File: src/rtl/apb_slave_decoder.sv
// Registered APB 1-to-N decoder: fans one upstream APB master out to 2**SEL_BITS slaves.
// Optional feature macro APB_DEC_TIMEOUT_EN adds an ACCESS-phase timeout returning PSLVERR.

module apb_dec_slot #(
  parameter int SLOT     = 0,
  parameter int SEL_BITS = 2
) (
  input  logic [SEL_BITS-1:0] slot,
  input  logic                drive,
  input  logic [31:0]         prdata,
  input  logic                pready,
  input  logic                pslverr,
  output logic                psel,
  output logic [31:0]         rdata,
  output logic                rdy,
  output logic                err
);
  logic hit;

  // Non-selected lanes contribute zeros so the parent can OR-reduce.
  assign hit   = (slot == SEL_BITS'(SLOT));
  assign psel  = hit & drive;
  assign rdata = hit ? prdata : '0;
  assign rdy   = hit & pready;
  assign err   = hit & pslverr;
endmodule

module apb_slave_decoder #(
  parameter int                       SEL_LSB  = 12,
  parameter int                       SEL_BITS = 2,
  parameter logic [(2**SEL_BITS)-1:0] SLV_EN   = '1,
  parameter int                       TMO_CYC  = 255
) (
  input  logic                         PCLK,
  input  logic                         PRESETN,
  input  logic                         S_PSEL,
  input  logic                         S_PENABLE,
  input  logic [31:0]                  S_PADDR,
  input  logic [31:0]                  S_PWDATA,
  input  logic                         S_PWRITE,
  output logic [31:0]                  S_PRDATA,
  output logic                         S_PREADY,
  output logic                         S_PSLVERR,
  output logic [(2**SEL_BITS)-1:0]     M_PSEL,
  output logic                         M_PENABLE,
  output logic [31:0]                  M_PADDR,
  output logic [31:0]                  M_PWDATA,
  output logic                         M_PWRITE,
  input  logic [32*(2**SEL_BITS)-1:0]  M_PRDATA,
  input  logic [(2**SEL_BITS)-1:0]     M_PREADY,
  input  logic [(2**SEL_BITS)-1:0]     M_PSLVERR
);
  localparam int N = 2**SEL_BITS;

  typedef enum logic [1:0] {IDLE, SETUP, ACCESS, RESP} state_t;

  state_t              state, state_nxt;
  logic [31:0]         addr_q, wdata_q, rdata_q;
  logic                write_q, err_q, drop_q;
  logic [SEL_BITS-1:0] slot_q, slot_in;
  logic                accept, drive, tmo;

  logic [N-1:0]        lane_psel, lane_rdy, lane_err;
  logic [N-1:0][31:0]  lane_rdata;
  logic                sel_rdy, sel_err;
  logic [31:0]         sel_rdata;

  assign slot_in = S_PADDR[SEL_LSB +: SEL_BITS];
  assign accept  = S_PSEL & ~S_PENABLE;
  assign drive   = (state == SETUP) || (state == ACCESS);

  for (genvar g = 0; g < N; g++) begin : g_slot
    apb_dec_slot #(.SLOT(g), .SEL_BITS(SEL_BITS)) u_slot (
      .slot    (slot_q),
      .drive   (drive),
      .prdata  (M_PRDATA[32*g +: 32]),
      .pready  (M_PREADY[g]),
      .pslverr (M_PSLVERR[g]),
      .psel    (lane_psel[g]),
      .rdata   (lane_rdata[g]),
      .rdy     (lane_rdy[g]),
      .err     (lane_err[g])
    );
  end

  always_comb begin
    sel_rdata = '0;
    for (int i = 0; i < N; i++) sel_rdata |= lane_rdata[i];
  end
  assign sel_rdy = |lane_rdy;
  assign sel_err = |lane_err;

`ifdef APB_DEC_TIMEOUT_EN
  localparam int                CW       = (TMO_CYC > 1) ? $clog2(TMO_CYC + 1) : 1;
  localparam logic [CW-1:0]     TMO_MAX  = CW'(TMO_CYC);
  localparam logic [CW-1:0]     TMO_LAST = CW'(TMO_CYC - 1);
  logic [CW-1:0] cnt;

  // cnt holds ACCESS cycles already elapsed; this cycle is the TMO_CYC-th one.
  assign tmo = (cnt == TMO_LAST);

  always_ff @(posedge PCLK or negedge PRESETN) begin
    if (!PRESETN)                cnt <= '0;
    else if (state != ACCESS)    cnt <= '0;
    else if (cnt != TMO_MAX)     cnt <= cnt + 1'b1;
  end
`else
  localparam int unused_tmo_cyc = TMO_CYC;
  assign tmo = 1'b0;
`endif

  always_ff @(posedge PCLK or negedge PRESETN) begin
    if (!PRESETN) state <= IDLE;
    else          state <= state_nxt;
  end

  always_comb begin
    state_nxt = state;
    case (state)
      IDLE:    if (accept) state_nxt = SLV_EN[slot_in] ? SETUP : RESP;
      SETUP:   state_nxt = ACCESS;
      ACCESS:  if (sel_rdy || tmo) state_nxt = RESP;
      RESP:    state_nxt = IDLE;
      default: state_nxt = IDLE;
    endcase
  end

  always_ff @(posedge PCLK or negedge PRESETN) begin
    if (!PRESETN) begin
      addr_q  <= '0;
      wdata_q <= '0;
      write_q <= 1'b0;
      slot_q  <= '0;
      rdata_q <= '0;
      err_q   <= 1'b0;
      drop_q  <= 1'b0;
    end else begin
      case (state)
        IDLE: if (accept) begin
          addr_q  <= S_PADDR;
          wdata_q <= S_PWDATA;
          write_q <= S_PWRITE;
          slot_q  <= slot_in;
          rdata_q <= '0;
          err_q   <= ~SLV_EN[slot_in];
          drop_q  <= 1'b0;
        end
        SETUP: if (!S_PSEL) drop_q <= 1'b1;
        ACCESS: begin
          // An abandoned upstream still lets the slave finish; only the reply is dropped.
          if (!S_PSEL) drop_q <= 1'b1;
          if (sel_rdy) begin
            rdata_q <= write_q ? '0 : sel_rdata;
            err_q   <= sel_err;
          end else if (tmo) begin
            rdata_q <= '0;
            err_q   <= 1'b1;
          end
        end
        default: ;
      endcase
    end
  end

  // Outputs decode registered state only; no input reaches an output combinationally.
  always_comb begin
    M_PENABLE = (state == ACCESS);
    S_PREADY  = (state == RESP) && !drop_q;
    S_PRDATA  = S_PREADY ? rdata_q : '0;
    S_PSLVERR = S_PREADY && err_q;
  end

  assign M_PSEL   = lane_psel;
  assign M_PADDR  = addr_q;
  assign M_PWDATA = wdata_q;
  assign M_PWRITE = write_q;
endmodule

File: config.mk
export PLATFORM = sky130hd
export DESIGN_NAME = apb_slave_decoder
export DESIGN_NICKNAME = d
export VERILOG_FILES = /design/src/rtl/apb_slave_decoder.sv
export SDC_FILE = /design/constraint.sdc
export NUM_CORES = 1
export LEC_CHECK = 0
export CORE_ASPECT_RATIO = 2
export CORE_UTILIZATION = 41
export DETAILED_ROUTE_END_ITERATION = 7
export PLACE_DENSITY = 0.81
export SKIP_CTS_REPAIR_TIMING = 1
export SLEW_MARGIN = 20
export SYNTH_ARGS = -nofsm -noshare
export SYNTH_HDL_FRONTEND = slang
export SYNTH_HIERARCHICAL = 1
export SYNTH_SLANG_ARGS = --single-unit
export TNS_END_PERCENT = 30
File: constraint.sdc
create_clock -name PCLK -period 2.4 [get_ports PCLK]
set_input_delay 0.24 -clock PCLK [delete_from_list [all_inputs] [get_ports PCLK]]
set_output_delay 0.24 -clock PCLK [all_outputs]
set_load 0.01 [all_outputs]
After elaboration in Yosys (flattened, before gate mapping)

Cells that the tools add are included.

Shifts and indexed selects: 0
$lt $le $gt $ge: 1
Bitwise gates (word level): 18
Multipliers: 0
Muxes and demuxes: 21
Equal/unequal tests: 9
Reductions and logical operators: 15
Divide/modulo/power cells: 0
Add/sub/neg operators: 0

Operators with widths:

| cell               | count |
|---|---|
| $mux 32            | 8 |
| $or 32x32->32      | 3 |
| $pmux 32 s2        | 1 |
| $and 1x1->1        | 13 |
| $eq 2x2->1 const B | 4 |
| $pmux 2 s4         | 1 |
| $reduce_or 4->1    | 2 |
| $mux 2             | 3 |
| $reduce_and 3->1   | 2 |
| $mux 1             | 5 |
| $eq 2x1->1 const B | 2 |
| $logic_not 2->1    | 2 |
| $ne 2x2->1 const B | 2 |
| $pmux 1 s2         | 2 |
| $reduce_and 2->1   | 2 |
| $reduce_bool 2->1  | 2 |
| $lt 2x3->1 const B | 1 |
| $bmux 1 s2         | 1 |
| $logic_and 1x1->1  | 2 |
| $ne 2x1->1 const B | 1 |
| $not 1->1          | 2 |
| $reduce_or 2->1    | 1 |
| $logic_not 1->1    | 1 |
| $logic_or 1x1->1   | 1 |

Latch bits: 0
Output and inout bits: 104
Memories: 0
Register bits after elaboration: 103
Logic and storage cells: 72
Input bits: 205
Bits in read-only memories: 0
Bits in writable memories: 0

Logic depth before layout (Yosys ltp)

Gate-level depths: netlist (run 1).

Depth in word-level cells: 8
Gate-level depth with buffers: 7

Cells and area by module

The synthesis (run 1) kept the hierarchy.

By module, submodules not included:

| module                              | area an instance (um^2) | sequential area each (um^2) | instances | cells each |
|---|---|---|---|---|
| apb_slave_decoder                   | 4554.4                  | 2527.4                      | 1         | 334 |
| apb_dec_slot (g_slot[1].u_slot ...) | 380.4                   | 0.0                         | 2         | 41 |
| apb_dec_slot (g_slot[0].u_slot)     | 499.2                   | 0.0                         | 1         | 43 |
| apb_dec_slot (g_slot[3].u_slot)     | 292.8                   | 0.0                         | 1         | 41 |

Worst setup path before layout (run 1)

OpenSTA, ideal clock, no wires.

Path type: register to register
Start: register, netlist name M_PADDR[12]
End: register rdata_q[10]
Period minus slack after synthesis: 2.114 ns
Setup time: 0.125 ns
Required time: 2.275 ns
Stages on the path, launching flop included: 8
Path slack: 0.286 ns
Arrival time: 1.989 ns
Cell sequence: dfrtp_1 -> buf_4 -> nor3b_1 -> nor4_2 -> a22oi_4 -> o21ai_4 -> buf_8 -> mux2_4

RTL lines:

| what                 | RTL line | source |
|---|---|---|
| to (signal assigned) | 153      | `rdata_q <= write_q ? '0 : sel_rdata;` |
| to (decl)            | 58       | `logic [31:0] addr_q, wdata_q, rdata_q;` |

Worst setup path after layout (run 1)

Start: register state[1]
End: output port M_PSEL[0]

Word-level cells in the longest chain between the ends: 3
Elaborated cells on any way between the ends: 4
Those cells by class: eq/ne: 2; bitwise: 1; reduce/logical: 1

Ends and longest elaborated chain:

| what                                     | RTL line | source |
|---|---|---|
| from (decl)                              | 57       | `state_t state, state_nxt;` |
| from (signal assigned)                   | 114      | `else state <= state_nxt;` |
| $eq 2x1->1 or $eq 2x2->1 (tied branches) | 70       | `assign drive = (state == SETUP) \|\| (state == ACCESS);` |
| $logic_or 1x1->1 (*)                     | 70       |  |
| net drive                                | 61       | `logic accept, drive, tmo;` |
| $and 1x1->1 (*)                          | 22       | `assign psel = hit & drive;` |
| to (decl)                                | 44       | `output logic [(2**SEL_BITS)-1:0] M_PSEL,` |

Mark *: on every way through the listed nets, which the timed path passes. The rest lies on a longest branch.

==> results of run 1 <==
[cells by family (layout without fill, tap and decap cells)]
family / after synthesis / in the layout / share of synthesized area, %
adder cells (fa/ha/maj): 4 / 4 / 0.820
flip-flops: 101 / 101 / 41.4
AND/OR/NAND/NOR: 244 / 244 / 32.1
other: 0 / 3 / 0
buffers and inverters: 45 / 342 / 4.75
AO/OA/AOI/OAI: 9 / 9 / 1.27
multiplexers: 97 / 97 / 19.7
[stage by stage]
stage | util [%] | setup slack [ns]
after global placement | 64.7 | 0.131
final | 66.9 | 0.119
after detailed placement | 64.7 | 0.120
after global routing | 66.9 | 0.0407
after floorplan | - | 0.286
after CTS | 66.7 | 0.0440
[flip-flops by register name (all words and copies together), names as in the netlist]
name and cells:
M_PADDR 32, err_q 1, M_PWRITE 1, drop_q 1, M_PWDATA 32, rdata_q 32, state 2
[report_power, final]
group / switching (mW) / internal [mW] / leakage (nW) / total, mW
logic: 2.56 / 3.36 / 2.86 / 5.92
registers: 0.448 / 2.51 / 1.26 / 2.96
clock network: 0.657 / 0.749 / 0.144 / 1.41
total: 3.67 / 6.62 / 4.27 / 10.3
[Yosys cell counts (all sizes together) (2+ instances only)]
cell | number | share of area, %
a21oi | 2 | 0.16
and2 | 33 | 3.4
and3 | 35 | 4.3
and3b | 70 | 11
buf | 33 | 4.0
clkbuf | 9 | 0.61
dfrtp | 101 | 41
ha | 4 | 0.82
inv | 3 | 0.18
mux2 | 97 | 20
nand2b | 2 | 0.33
nor2 | 32 | 2.0
nor3b | 35 | 6.8
nor4 | 33 | 3.5
o21ai | 5 | 0.59
[final cells by class]
type	instances	share of cell area [%]
clock buffers	10	2.47
inverters	3	0.117
well taps	192	2.49
repair buffers	323	33.9
multi-input cells	354	34.1
clock inverters	6	0.544
diodes	3	0.0777
flip-flops and latches	101	26.3
[layer usage]
layer	GRT usage [%]	part of all wire, %	vias to the layer above
met1	24.0	34	2433
met5	0	0	-
li1	-	-	2378
met3	7.98	9.0	41
met4	11.5	3.7	0
met2	44.5	53	236
[worst max-delay path: stages (launching register included)]
cell             delay (ns)
dfrtp_1                0.38
inv_1                  0.09
ha_1                   0.41
nor3b_2                0.24
clkdlybuf4s50_1        0.58
[layout by cell type (no fill, tap or decap), drive strengths merged]
| cell type | instances |
|---|---|
| clkdlybuf4s50 | 307 |
| dfrtp | 101 |
| mux2 | 97 |
| and3b | 70 |
| and3 | 35 |
| nor3b | 35 |
| and2 | 33 |
| nor4 | 33 |
| nor2 | 32 |
| buf | 15 |
| clkbuf | 10 |
| inv | 6 |
| o21ai | 5 |
| ha | 4 |
| diode | 3 |
| clkinv | 3 |
| a21oi | 2 |
| nand2b | 2 |
| nor2b | 1 |
| nand3b | 1 |
| a22oi | 1 |
| nand2 | 1 |
| or4 | 1 |
| a32o | 1 |
| dlygate4sd3 | 1 |
[worst paths after layout]
| path | startpoint | to | slack (ns) |
|---|---|---|---|
| worst max-delay path | state[1] | M_PSEL[0] | 0.12 |
| min in group PCLK | err_q | err_q | 0.49 |
| worst min register to register | err_q | err_q | 0.49 |
| worst min-delay path | PRESETN | M_PADDR[0] | 0.34 |
| max in group asynchronous | PRESETN | M_PADDR[12] | 1.36 |
| worst max register to register | M_PADDR[12] | rdata_q[31] | 0.30 |
==> impl_metrics.tcl, run 1 <==
set metrics [dict create \
    setup_tns_ns 0 \
    ys_seq_area_share_pct 41.4 \
    grt_pass1_wl_microns 28500 \
    num_vias 5088 \
    multiInputGateArea_sq_um 3300 \
    critPathKind "reg2out" \
    min_path_type "in2async" \
    rsz0062_at_grt "false" \
    critPathMaxFanout 7 \
    cts_buffers 9 \
    cp.arrival_ns 2.04 \
    period_share_pct 95.0 \
    grt_start_max_net_pins 114 \
    worst_ep_required_time_ns 2.16 \
    wl_per_cell_microns 19.2 \
    place_inst 972 \
    core_sq_um 14400 \
    vdd_drop_max_mv 0.674 \
    p_per_area_nw_per_um2 1070 \
    p_leak_nw 4.27 \
    ys_async_sr_fraction_pct 100 \
    netlist_instances 500 \
    clockRootBuffer "clkbuf_16" \
    dpl.hpwl_microns 15000 \
    setup_viol 0 \
    total_power_mw 10.3 \
    holdWs_ns 0.337 \
    syn_area_sq_um 6110 \
    dominantRegCellSynth "dfrtp_1" \
    htreeDepth 3 \
    portBuffers 308 \
    rows 62 \
    path_clk_slew_ns 0.07 \
    grt_use_total_pct 24.4 \
    yosysUniqueCellTypes 30 \
    final_nets 1001 \
    synth_edf_count 0 \
    synth_nets 709 \
    ys_warn_count 6 \
    synth_seq_cells 101 \
    hold_viol_final 0 \
    worstRegToRegCells 6 \
    die_h_microns 175 \
    end_kind "output pin" \
    worst_pin_slew_ns 0.444 \
    initial_core_util_pct 42.3 \
    ant_nets 0 \
    slew_headroom_pct 70.1 \
    clock_latency_ns 0.34 \
    worstSetupStartpointType "register" \
    gp_congestion 0.772 \
    seqCellArea_sq_um 2530 \
    skew_ns 0.0106 \
    cts.path.max_buffers 2 \
    die_area_sq_um 15400 \
    routed_via_density 5.13 \
    maxCapViolCount 0 \
    final_cells 992 \
    num-fill-cells 1113 \
    finalWirelength_microns 19000 \
    route.detailed.drc 0 \
    area.growth.synth_to_final_pct 58.1 \
    dr.pass1.iters 4 \
    final_max_slew_viol_count 0 \
    drt-initial-drc-count 94 \
    fmax_ghz 0.438 \
    layout-drive-gt1-share_pct 34.0 \
    grt_pass1_vias 5338 \
    grt_overflow 0 \
    antenna_found_initial 3 \
    io_pins 309 \
    avgSynthCellArea_sq_um 12.2 \
    final_area_sq_um 9660 \
    period_needed_ns 2.28 \
    cts_tree "done" \
    clock_sinks 101 \
    die-width_microns 88.3 \
    dpl_cell_area_sq_um 9340 \
    status "complete, no violations" \
]
Power figures use the tool's default switching activity.
==> inputs of run 2 (changes only) <==
--- a/config.mk
+++ b/config.mk
@@ -6,9 +6,10 @@
 export NUM_CORES = 1
 export LEC_CHECK = 0
 export CORE_ASPECT_RATIO = 2
-export CORE_UTILIZATION = 41
+export CORE_UTILIZATION = 42
+export CTS_BUF_LIST = sky130_fd_sc_hd__clkbuf_4
 export DETAILED_ROUTE_END_ITERATION = 7
-export PLACE_DENSITY = 0.81
+export PLACE_DENSITY = 0.93
 export SKIP_CTS_REPAIR_TIMING = 1
 export SLEW_MARGIN = 20
 export SYNTH_ARGS = -nofsm -noshare
==> run 2 against run 1 <==
Against the previous run: critical endpoint unchanged; die area is 2.3% lower; critical path depth unchanged; count of clock-buffer cells in the layout stayed put; hold slack improved by 0.020 ns; non-clock buffer count increased by 8; wire length is 1.1% lower; clock power down 40%; combinational power up 4.7%; worst setup slack lost 0.0085 ns.
==> impl_metrics.tcl, run 2 (synthesis gave the netlist of run 1 again) <==
set metrics [dict create \
    die-width_microns 87.3 \
    grt_overflow 0 \
    period_needed_ns 2.29 \
    cts_tree "done" \
    die_area_sq_um 15100 \
    min_path_type "in2async" \
    status "complete, no violations" \
    worst-r2r-setup-slack_ns 0.23 \
    crit_family "buffers and inverters" \
    wl_per_cell_microns 18.8 \
    htreeDepth 3 \
    worstReg2RegStart "M_PADDR[12]" \
    slew_headroom_pct 51.4 \
    grt_pass1_vias 5138 \
    pwr-share-comb_pct 61.8 \
    met1_length_microns 6340 \
    cp.arrival_ns 2.05 \
    critPathMaxFanout 7 \
    seq_power_share_pct 29.7 \
    path_clk_slew_ns 0.17 \
    final_cells 999 \
    grt_pass1_wl_microns 26200 \
    gp_congestion 0.783 \
    clockRootBuffer "clkbuf_4" \
    r2r_end "rdata_q[20]" \
    core_sq_um 14300 \
    ant_nets 0 \
    final_nets 1009 \
    skew_ns 0.0191 \
    hold_viol_final 0 \
    antenna_found_initial 2 \
    layout-drive-gt1-share_pct 34.9 \
    dpl_cell_area_sq_um 9390 \
    critPathKind "reg2out" \
    slowest_stage "clkdlybuf4s50_1" \
    worstSetupStartpointType "register" \
    p_per_area_nw_per_um2 1030 \
    grt_start_max_net_pins 139 \
    top_layer_used "met4" \
    worst_ep_required_time_ns 2.16 \
    final_max_slew_viol_count 0 \
    switching_share_pct 37.3 \
    io_pins 309 \
    cts.path.max_buffers 2 \
    crit_buf_inv 2 \
    rows 62 \
    final_cell_mix "clkdlybuf4s50_1, dfrtp_1, and3b_2" \
    maxCapViolCount 0 \
    portBuffers 308 \
    path_cells "inv_1, ha_4, nor3b_2, clkdlybuf4s50_1" \
    num_vias 5130 \
    clock_latency_ns 0.46 \
    setup_viol 0 \
    wl_met3_microns 1470 \
    critPathMaxStageDelay_ns 0.56 \
    rsz0062_at_grt "false" \
    drt-initial-drc-count 92 \
    worstRegToRegCells 6 \
    p_leak_nw 4.90 \
    clock_sinks 101 \
    die_h_microns 173 \
    internal-power_mw 6.30 \
    wl_met2_microns 10500 \
    worst_pin_slew_ns 0.729 \
    dpl.hpwl_microns 13200 \
    clkPwrFrac_pct 8.5 \
    routed_via_density 5.14 \
    place_inst 975 \
    grt_use_total_pct 22.8 \
    power.switching_mw 3.74 \
    final_area_sq_um 9780 \
    period_share_pct 95.4 \
    finalWirelength_microns 18800 \
    area.growth.synth_to_final_pct 60.1 \
    route.detailed.drc 0 \
    end_kind "output pin" \
    initial_core_util_pct 42.8 \
    layout_commonest_cell "clkdlybuf4s50_1" \
    vdd_drop_max_mv 0.539 \
    fmax_ghz 0.437 \
    total_power_mw 10.0 \
    cts_buffers 9 \
    dr.pass1.iters 6 \
]
[run 2: worst register-to-register path, cell delays in order (launching register included)]
cell and delay, ns:
dfrtp_4 0.57, and3b_2 0.23, nor4_2 0.36, a22oi_4 0.13
o21ai_4 0.21, buf_12 0.24, mux2_4 0.32
[run 2: worst max-delay path by stage]
| stage | startpoint | end | slack, ns | depth (start not counted) |
|---|---|---|---|---|
| final | state[1] | M_PSEL[0] | 0.11 | 4 |
| after global routing | state[1] | M_PSEL[0] | 0.03 | 4 |
| after CTS | state[1] | S_PRDATA[30] | -0.09 | 5 |
| after detailed placement | M_PREADY[1] | rdata_q[10] | 0.16 | 7 |
| after global placement | M_PREADY[1] | rdata_q[14] | 0.19 | 7 |
| after floorplan | M_PADDR[12] | rdata_q[10] | 0.29 | 7 |
[run 2: per-layer routing]
metal  global-route usage (%)  up-vias
li1                         -     2400
met1                     22.1     2441
met2                     43.5      260
met3                     5.78       29
met4                     9.56        0
met5                        0        -
[run 2: through the flow]
step	hold WS, ns	setup WS [ns]	util (%)	setup TNS, ns
finish	0.357	0.111	68.5	0
global route	0.344	0.0273	68.5	0
CTS	-0.188	-0.0880	66.7	-2.06
detailed placement	0.346	0.164	65.8	0
global placement	0.332	0.186	65.8	0
floorplan	-0.0556	0.286	-	0
[run 2: cell type report]
type	count	area [sq um]
multi-input combinational	354	3320
clock buffer	10	75.1
clock inverter	6	56.3
inverter	3	11.3
tap	192	240
antenna	2	5.00
fill	1046	4500
timing repair buffer	331	3540
sequential	101	2530
[run 2: power groups by stage]
stage          registers [mW]  logic (mW)  clock network [mW]
3_3_place_gp             2.92        5.67                   0
4_1_cts                  2.95        5.86               0.881
6_report                 2.99        6.20               0.853
3_5_place_dp             2.99        5.85                   0
2_1_floorplan            3.18        3.38                   0
5_1_grt                  3.08        6.64               0.924
==> inputs of run 3 (changes only) <==
--- a/config.mk
+++ b/config.mk
@@ -6,6 +6,7 @@
 export NUM_CORES = 1
 export LEC_CHECK = 0
 export CORE_ASPECT_RATIO = 2
+export CORE_MARGIN = 5
 export CORE_UTILIZATION = 42
 export CTS_BUF_LIST = sky130_fd_sc_hd__clkbuf_4
 export DETAILED_ROUTE_END_ITERATION = 7
==> run 3 against run 2 <==
Against the previous run: sequential cell count stayed put; sequential share of layout area is 0.26 points higher; core utilization is 1.1 points lower; combinational power is 4.2% lower.
==> impl_metrics.tcl, run 3 (synthesis gave the netlist of run 1 again) <==
set metrics [dict create \
    end_kind "output pin" \
    vdd_drop_max_mv 0.664 \
    portBuffers 308 \
    die-width_microns 95.3 \
    gp_congestion 0.743 \
    dpl_cell_area_sq_um 9310 \
    setup_tns_ns 0 \
    worst-r2r-setup-slack_ns 0.25 \
    path_clk_slew_ns 0.18 \
    status "complete, no violations" \
    setup_viol 0 \
    finalWirelength_microns 20200 \
    rows 62 \
    ant_nets 0 \
    worst_pin_slew_ns 0.602 \
    maxCapViolCount 0 \
    final_cell_mix "clkdlybuf4s50_1, dfrtp_1, and3b_2" \
    final_nets 999 \
    critPathMaxFanout 6 \
    dpl.hpwl_microns 15100 \
    seq_power_share_pct 29.8 \
    route.detailed.drc 0 \
    final_area_sq_um 9680 \
    die_h_microns 181 \
    switching_share_pct 36.4 \
    period_needed_ns 2.31 \
    routed_via_density 5.16 \
    num-fill-cells 976 \
    clkPwrFrac_pct 11.4 \
    total_power_mw 10.1 \
    io_pins 309 \
    min_path_type "in2async" \
    grt_pass1_vias 5393 \
    htreeDepth 3 \
    pwr-share-comb_pct 58.8 \
    num_vias 5102 \
    wl_met3_microns 1910 \
    seqCellArea_sq_um 2530 \
    cts_buffers 9 \
    critPathKind "reg2out" \
    wl_met2_microns 11100 \
    clock_latency_ns 0.49 \
    p_per_area_nw_per_um2 1040 \
    worstSetupStartpointType "register" \
    clockRootBuffer "clkbuf_4" \
    grt_overflow 0 \
    dr.pass1.iters 4 \
    worst_ep_required_time_ns 2.16 \
    final_max_slew_viol_count 0 \
    internal-power_mw 6.43 \
    grt_start_max_net_pins 135 \
    drt-initial-drc-count 128 \
    skew_ns 0.0310 \
    grt_pass1_wl_microns 28900 \
    period_share_pct 96.2 \
    hold_viol_final 0 \
    cts.path.max_buffers 2 \
    initial_core_util_pct 42.6 \
    wl_per_cell_microns 20.4 \
    rsz0062_at_grt "true" \
    grt_use_total_pct 22.0 \
    multiInputGateArea_sq_um 3310 \
    p_leak_nw 4.86 \
    antenna_found_initial 1 \
    area.growth.synth_to_final_pct 58.5 \
    met1_length_microns 6450 \
    layout_commonest_cell "clkdlybuf4s50_1" \
    power.switching_mw 3.68 \
    core_sq_um 14400 \
    top_layer_used "met4" \
    cp.arrival_ns 2.07 \
    cts_tree "done" \
    die_area_sq_um 17200 \
    fmax_ghz 0.433 \
    layout-drive-gt1-share_pct 34.0 \
    slew_headroom_pct 59.8 \
    clock_sinks 101 \
]
==> run 3: cell count changes in the layout (fill, tap and decap cells not counted), moves of 2 or more <==
cell,previous run,this run
buf_12,7,5
buf_4,10,5
bufinv_16,0,3
clkbuf_16,4,1
clkinv_4,2,0
==> run 3: area by class of cell <==
type                    instances  area share, %
diodes                          1         0.0259
repair buffers                321           35.0
flip-flops and latches        101           26.2
multi-input cells             354           34.3
inverters                       3          0.116
clock buffers                   9          0.698
clock inverters                 7           1.24
well taps                     192           2.48
==> run 3: final timing paths <==
check	start	endpoint	cells after the start
max in group asynchronous	PRESETN	M_PWRITE	3
min in group PCLK	S_PWDATA[27]	M_PWDATA[27]	2
worst min register to register	err_q	err_q	1
worst max register to register	M_PADDR[12]	rdata_q[24]	6
worst min-delay path	PRESETN	M_PWDATA[24]	2
worst max-delay path	state[0]	M_PENABLE	3
==> run 3: worst max-delay path, cell delays in order (launching register included) <==
cell and delay [ns]:
dfrtp_1 0.41, inv_1 0.16, ha_1 0.42, clkdlybuf4s50_1 0.61
==> run 3: per-layer routing <==
metal	GRT usage, %	up-vias
met5	0	-
met4	8.62	0
met3	6.94	44
met2	42.6	228
met1	20.2	2450
li1	-	2380
==> run 3: metrics by stage <==
stage | hold WS, ns | util (%) | cells | worst slack, ns
6_report | 0.290 | 67.4 | 988 | 0.0911
5_1_grt | 0.305 | 67.4 | 988 | -0.0360
4_1_cts | -0.283 | 66.2 | 984 | -0.131
3_5_place_dp | 0.276 | 64.9 | 968 | 0.136
3_3_place_gp | 0.271 | 64.9 | 968 | 0.168
2_1_floorplan | -0.0556 | - | 500 | 0.286
==> run 3: power by group through the flow <==
| stage | combinational, mW | sequential (mW) | clock [mW] |
|---|---|---|---|
| 2_1_floorplan | 3.38 | 3.18 | 0 |
| 3_3_place_gp | 5.62 | 2.92 | 0 |
| 3_5_place_dp | 5.84 | 3.00 | 0 |
| 4_1_cts | 5.86 | 2.97 | 1.16 |
| 5_1_grt | 6.38 | 3.09 | 1.24 |
| 6_report | 5.94 | 3.02 | 1.15 |
==> RTL edit 1, RTL diff (settings of run 3) <==
`SEL_BITS` is set to 2 in 2 places; all go to 1. Comments in the files are not updated.
--- a/src/rtl/apb_slave_decoder.sv
+++ b/src/rtl/apb_slave_decoder.sv
@@ -3,7 +3,7 @@
 
 module apb_dec_slot #(
   parameter int SLOT     = 0,
-  parameter int SEL_BITS = 2
+  parameter int SEL_BITS = 1
 ) (
   input  logic [SEL_BITS-1:0] slot,
   input  logic                drive,
@@ -27,7 +27,7 @@
 
 module apb_slave_decoder #(
   parameter int                       SEL_LSB  = 12,
-  parameter int                       SEL_BITS = 2,
+  parameter int                       SEL_BITS = 1,
   parameter logic [(2**SEL_BITS)-1:0] SLV_EN   = '1,
   parameter int                       TMO_CYC  = 255
 ) (
Interface: changed (resized M_PRDATA, M_PREADY, M_PSEL and M_PSLVERR); port bits go from 309 to 239. The function was not compared with the original's and may differ.
==> RTL edit 1 against run 3 <==
Sequential cell count is the same; critical path depth grew 1; critical endpoint is now M_PSEL[1]; synthesized area shrank 19%; final area shrank 21%; cell count shrank 23%; routed wire length shrank 32%; worst setup slack gained 0.049 ns; power shrank 22%; largest cell class unchanged.
==> RTL edit 1: results (changes against run 3) <==
Setup path:
- The setup slack of the worst register-to-register path came to 0.52 ns (+0.27 ns).
- The number of cell instances on the worst register-to-register path is 5 (-1).
- The critical path data arrival time was 2.02 ns (-0.05 ns).

Synth:
- The share of cell area taken by muxes after synthesis came to 0.191 (-0.00567).
- The compound-cell area share of the yosys netlist is 0.0701 (+0.0574).
- The adder-cell share of the synthesized area is 0.0102 (+0.00196).
- By area the synthesized netlist is led by sky130_fd_sc_hd__dfrtp_1, sky130_fd_sc_hd__mux2_4, sky130_fd_sc_hd__o2bb2ai_1, sky130_fd_sc_hd__and2_2, sky130_fd_sc_hd__and2_1.

Pwr:
- The leakage power summed over all cells is 3.98 nW (-18%).
- The switching power is 2.69 mW (-27%).
- The share of total power in sequential cells is 0.371 (+0.073).

Drt:
- The met2 wirelength from detailed routing is 7210 um (-35%).
- The total vias in the final route was 3750 (-26%).
- The wire length per cell is 18.0 um (-12%).
- The met1 wire length came to 5140 um (-20%).
- The wire length on met3 was 1000 um (-47%).

Global route:
- The via count of the first global-routing pass came to 4183 (-22%).
- The met2 capacity usage during global routing is 0.334 (-0.0923).
- The overall fraction of global-route tracks in use is 0.191 (-0.0295).
- The initial antenna violation count is 0 (-1).
- The met3 routing resource usage after global routing came to 0.0510 (-0.0184).
- The maximum number of pins on one net before global-route repair is 69 (-49%).

Run status:
- The flow ran to the end, and the final reports show no timing, DRC or antenna violations.

Placement:
- The final estimated routing congestion in global placement came to 0.777 (+4.6%).
- The total placed instance area is 7380 sq um (-21%).

Layout:
- The growth of design area from synthesis to finish is 55.4%.
- The net total in the final layout came to 757 (-24%).

STA:
- The slew at the pin with the worst max-slew slack is 0.642 ns (+0.0401 ns).
- The final hold slack is 0.333 ns (+0.0432 ns).

Floorplan:
- The number of placement rows is 56 (-9.7%).

Clocking:
- The post-CTS clock slew at the launch and capture registers of the worst setup and hold paths was 0.15 ns (-0.03 ns).
==> RTL edit 1: cell types whose count changed after synthesis, moves of 32 or more <==
cell                        before  now
sky130_fd_sc_hd__mux2_2         68   16
sky130_fd_sc_hd__and2_2          0   35
sky130_fd_sc_hd__o2bb2ai_1       0   32
sky130_fd_sc_hd__and3b_2        70    0
sky130_fd_sc_hd__nor4_1         32    0
sky130_fd_sc_hd__and3_2         35    0
==> RTL edit 1: critical path: stages, from the launching register on <==
cell and delay, ns:
sky130_fd_sc_hd__dfrtp_1 0.43, sky130_fd_sc_hd__inv_1 0.09, sky130_fd_sc_hd__ha_1 0.34, sky130_fd_sc_hd__and2_2 0.18, sky130_fd_sc_hd__clkdlybuf4s50_1 0.54
==> RTL edit 1: how the worst max path moves through the flow <==
stage                     slack (ns)                  from  cells after the start                 endpoint
after floorplan                 0.85  state[0]$_DFFE_PN0P_                      6  rdata_q[29]$_DFFE_PN0P_
after global placement          0.54  state[1]$_DFFE_PN0P_                      5              S_PRDATA[2]
after detailed placement        0.45  state[1]$_DFFE_PN0P_                      5              S_PRDATA[9]
after CTS                       -0.1  state[1]$_DFFE_PN0P_                      5              S_PRDATA[9]
after global routing           0.002  state[1]$_DFFE_PN0P_                      4                M_PSEL[1]
final                           0.14  state[1]$_DFFE_PN0P_                      4                M_PSEL[1]
==> RTL edit 1: kinds of logic (layout without fill, tap and decap cells) <==
group | Yosys count | after routing
AOI/OAI and AO/OA | 41 | 41
adders and majority gates | 4 | 4
buffers and inverters | 26 | 265
DFF | 101 | 101
muxes | 67 | 67
and+or+nand+nor | 142 | 142
==> RTL edit 1: per-stage QoR <==
step / std cells / power (mW)
after floorplan: 381 / 5.17
after global placement: 747 / 6.92
after detailed placement: 747 / 7.09
after CTS: 762 / 7.96
after global routing: 765 / 8.46
final: 765 / 7.92
==> RTL edit 2, RTL diff (flow settings as in run 3) <==
Without the edit above. Encoding of `state_t`: now one-hot (4 bits for 4 states).
--- a/src/rtl/apb_slave_decoder.sv
+++ b/src/rtl/apb_slave_decoder.sv
@@ -52,7 +52,7 @@
 );
   localparam int N = 2**SEL_BITS;
 
-  typedef enum logic [1:0] {IDLE, SETUP, ACCESS, RESP} state_t;
+  typedef enum logic [3:0] {IDLE = 4'b0001, SETUP = 4'b0010, ACCESS = 4'b0100, RESP = 4'b1000} state_t;
 
   state_t              state, state_nxt;
   logic [31:0]         addr_q, wdata_q, rdata_q;
Formal check against the unedited RTL: no difference found for any inputs over 4 cycles, from zero or initial values and one cycle with PRESETN low; so few cycles prove little.
==> RTL edit 2 against run 3 <==
The flow now finishes with violations (negative setup slack); final area about the same; critical endpoint is now M_PSEL[0]; sequential cell count rose by 2; routed wire length grew 2.9%; synthesized area up 1.0%; worst setup slack lost 0.11 ns.
Power is not compared: it rests on default switching activity, and its combinational part moved more than twofold at a synthesized area within 25%.
==> RTL edit 2: results (changes against run 3) <==
Global route:
- The maximum number of pins on one net before global-route repair came to 93 (-31%).
- The initial antenna violation count was 3 (+2).
- The met3 routing resource usage after global routing was 0.0721 (+0.00271).
- The wire length of the first global-routing pass was 30000 um (+4.0%).
- The overall fraction of global-route tracks in use came to 0.226 (+0.00560).
- The via count of the first global-routing pass is 5576 (+3.4%).
- The met2 capacity usage during global routing was 0.397 (-0.0292).
- The met1 track demand over resource in global routing is 0.236 (+0.0336).

Run status:
- The checks that failed: negative setup slack.
- The flow ran to the end, but the final reports show violations.

Layout:
- The non-clock inverter total of the final layout came to 2 (-1).
- The multi-input combinational cell count is 352 (-0.56%).
- The fill cell instance count of the final layout is 1091 (+12%).
- The share of cell area taken by flip-flops and latches was 0.267 (+0.00537).
- The share of final-layout standard cells stronger than drive strength 1 is 0.304 (-0.0358).
- The proportion of cell area occupied by multi-input gates is 0.340 (-0.00211).
- The number of clock-tree buffers in the layout is 11 (+2).

STA:
- The relative slew slack was 0.659 (+0.0611).
- The summed negative setup slack over all endpoints is -0.0485 ns (-0.0485 ns).
- The worst setup margin was -0.0181 ns (-0.109 ns).
- The number of failing setup endpoints in the final timing report is 3 (+3).

Synth:
- The compound-cell area share of the yosys netlist came to 0.0748 (+0.0621).
- By area the synthesized netlist is led by sky130_fd_sc_hd__dfrtp_1, sky130_fd_sc_hd__and3b_2, sky130_fd_sc_hd__mux2_2, sky130_fd_sc_hd__nor3b_2, sky130_fd_sc_hd__mux2_1.
- The cell count after synthesis is 507 (+1.4%).
- The post-synthesis sequential area ratio is 0.418 (+0.00412).
- The share of cell area taken by muxes after synthesis came to 0.172 (-0.0245).
- The XOR/XNOR share of the synthesized area is 0.00142 (+0.00142).
- The number of nets produced by synthesis is 712 (+0.42%).
- The adder-cell share of the synthesized area is 0 (-0.00820).
- By count the netlist is led by sky130_fd_sc_hd__dfrtp_1, sky130_fd_sc_hd__and3b_2, sky130_fd_sc_hd__and3_2, sky130_fd_sc_hd__mux2_2.

Drt:
- The met1 wire length is 7210 um (+12%).
- The wire length on met3 is 1820 um (-4.7%).
- The routed wire length is 20800 um (+2.9%).

Placement:
- The setup slack at placement came to 0.265 ns (+0.129 ns).
- The HPWL after detailed placement is 15000 um (-0.69%).
- The cell count after placement is 971 (+0.31%).
- The final estimated routing congestion in global placement was 0.823 (+11%).
- The total placed instance area is 9360 sq um (+0.51%).

Floorplan:
- The area inside the core boundary is 14400 sq um (+0.54%).

Clocking:
- The post-CTS clock slew at the launch and capture registers of the worst setup and hold paths is 0.16 ns (-0.02 ns).
- The CTS sink count came to 103 (+2.0%).

Setup path:
- The critical-path maximum fanout is 5 (-1).
- The critical path data arrival time is 2.18 ns (+0.11 ns).
[RTL edit 2: cells by family (layout without fill, tap and decap cells)]
family | count (synthesis) | in the layout
xor+xnor | 1 | 1
compound gates | 67 | 67
mux | 98 | 98
simple gates | 186 | 186
other cells | 0 | 3
flops | 103 | 103
buf+inv | 52 | 348
[RTL edit 2: path summary, 6_finish.rpt]
kind | slack (ns) | to | startpoint | cells after the start
max in group asynchronous | 1.40 | M_PWDATA[15]$_DFFE_PN0P_ | PRESETN | 3
min in group PCLK | 0.36 | M_PADDR[24]$_DFFE_PN0P_ | S_PADDR[24] | 2
hold reg to reg | 0.50 | M_PWDATA[6]$_DFFE_PN0P_ | M_PWDATA[6]$_DFFE_PN0P_ | 1
setup / recovery | -0.02 | M_PSEL[0] | state[1]$_DFFE_PN0P_ | 4
hold / removal | 0.25 | rdata_q[3]$_DFFE_PN0P_ | PRESETN | 2
setup reg to reg | 0.32 | rdata_q[20]$_DFFE_PN0P_ | M_PADDR[13]$_DFFE_PN0P_ | 5
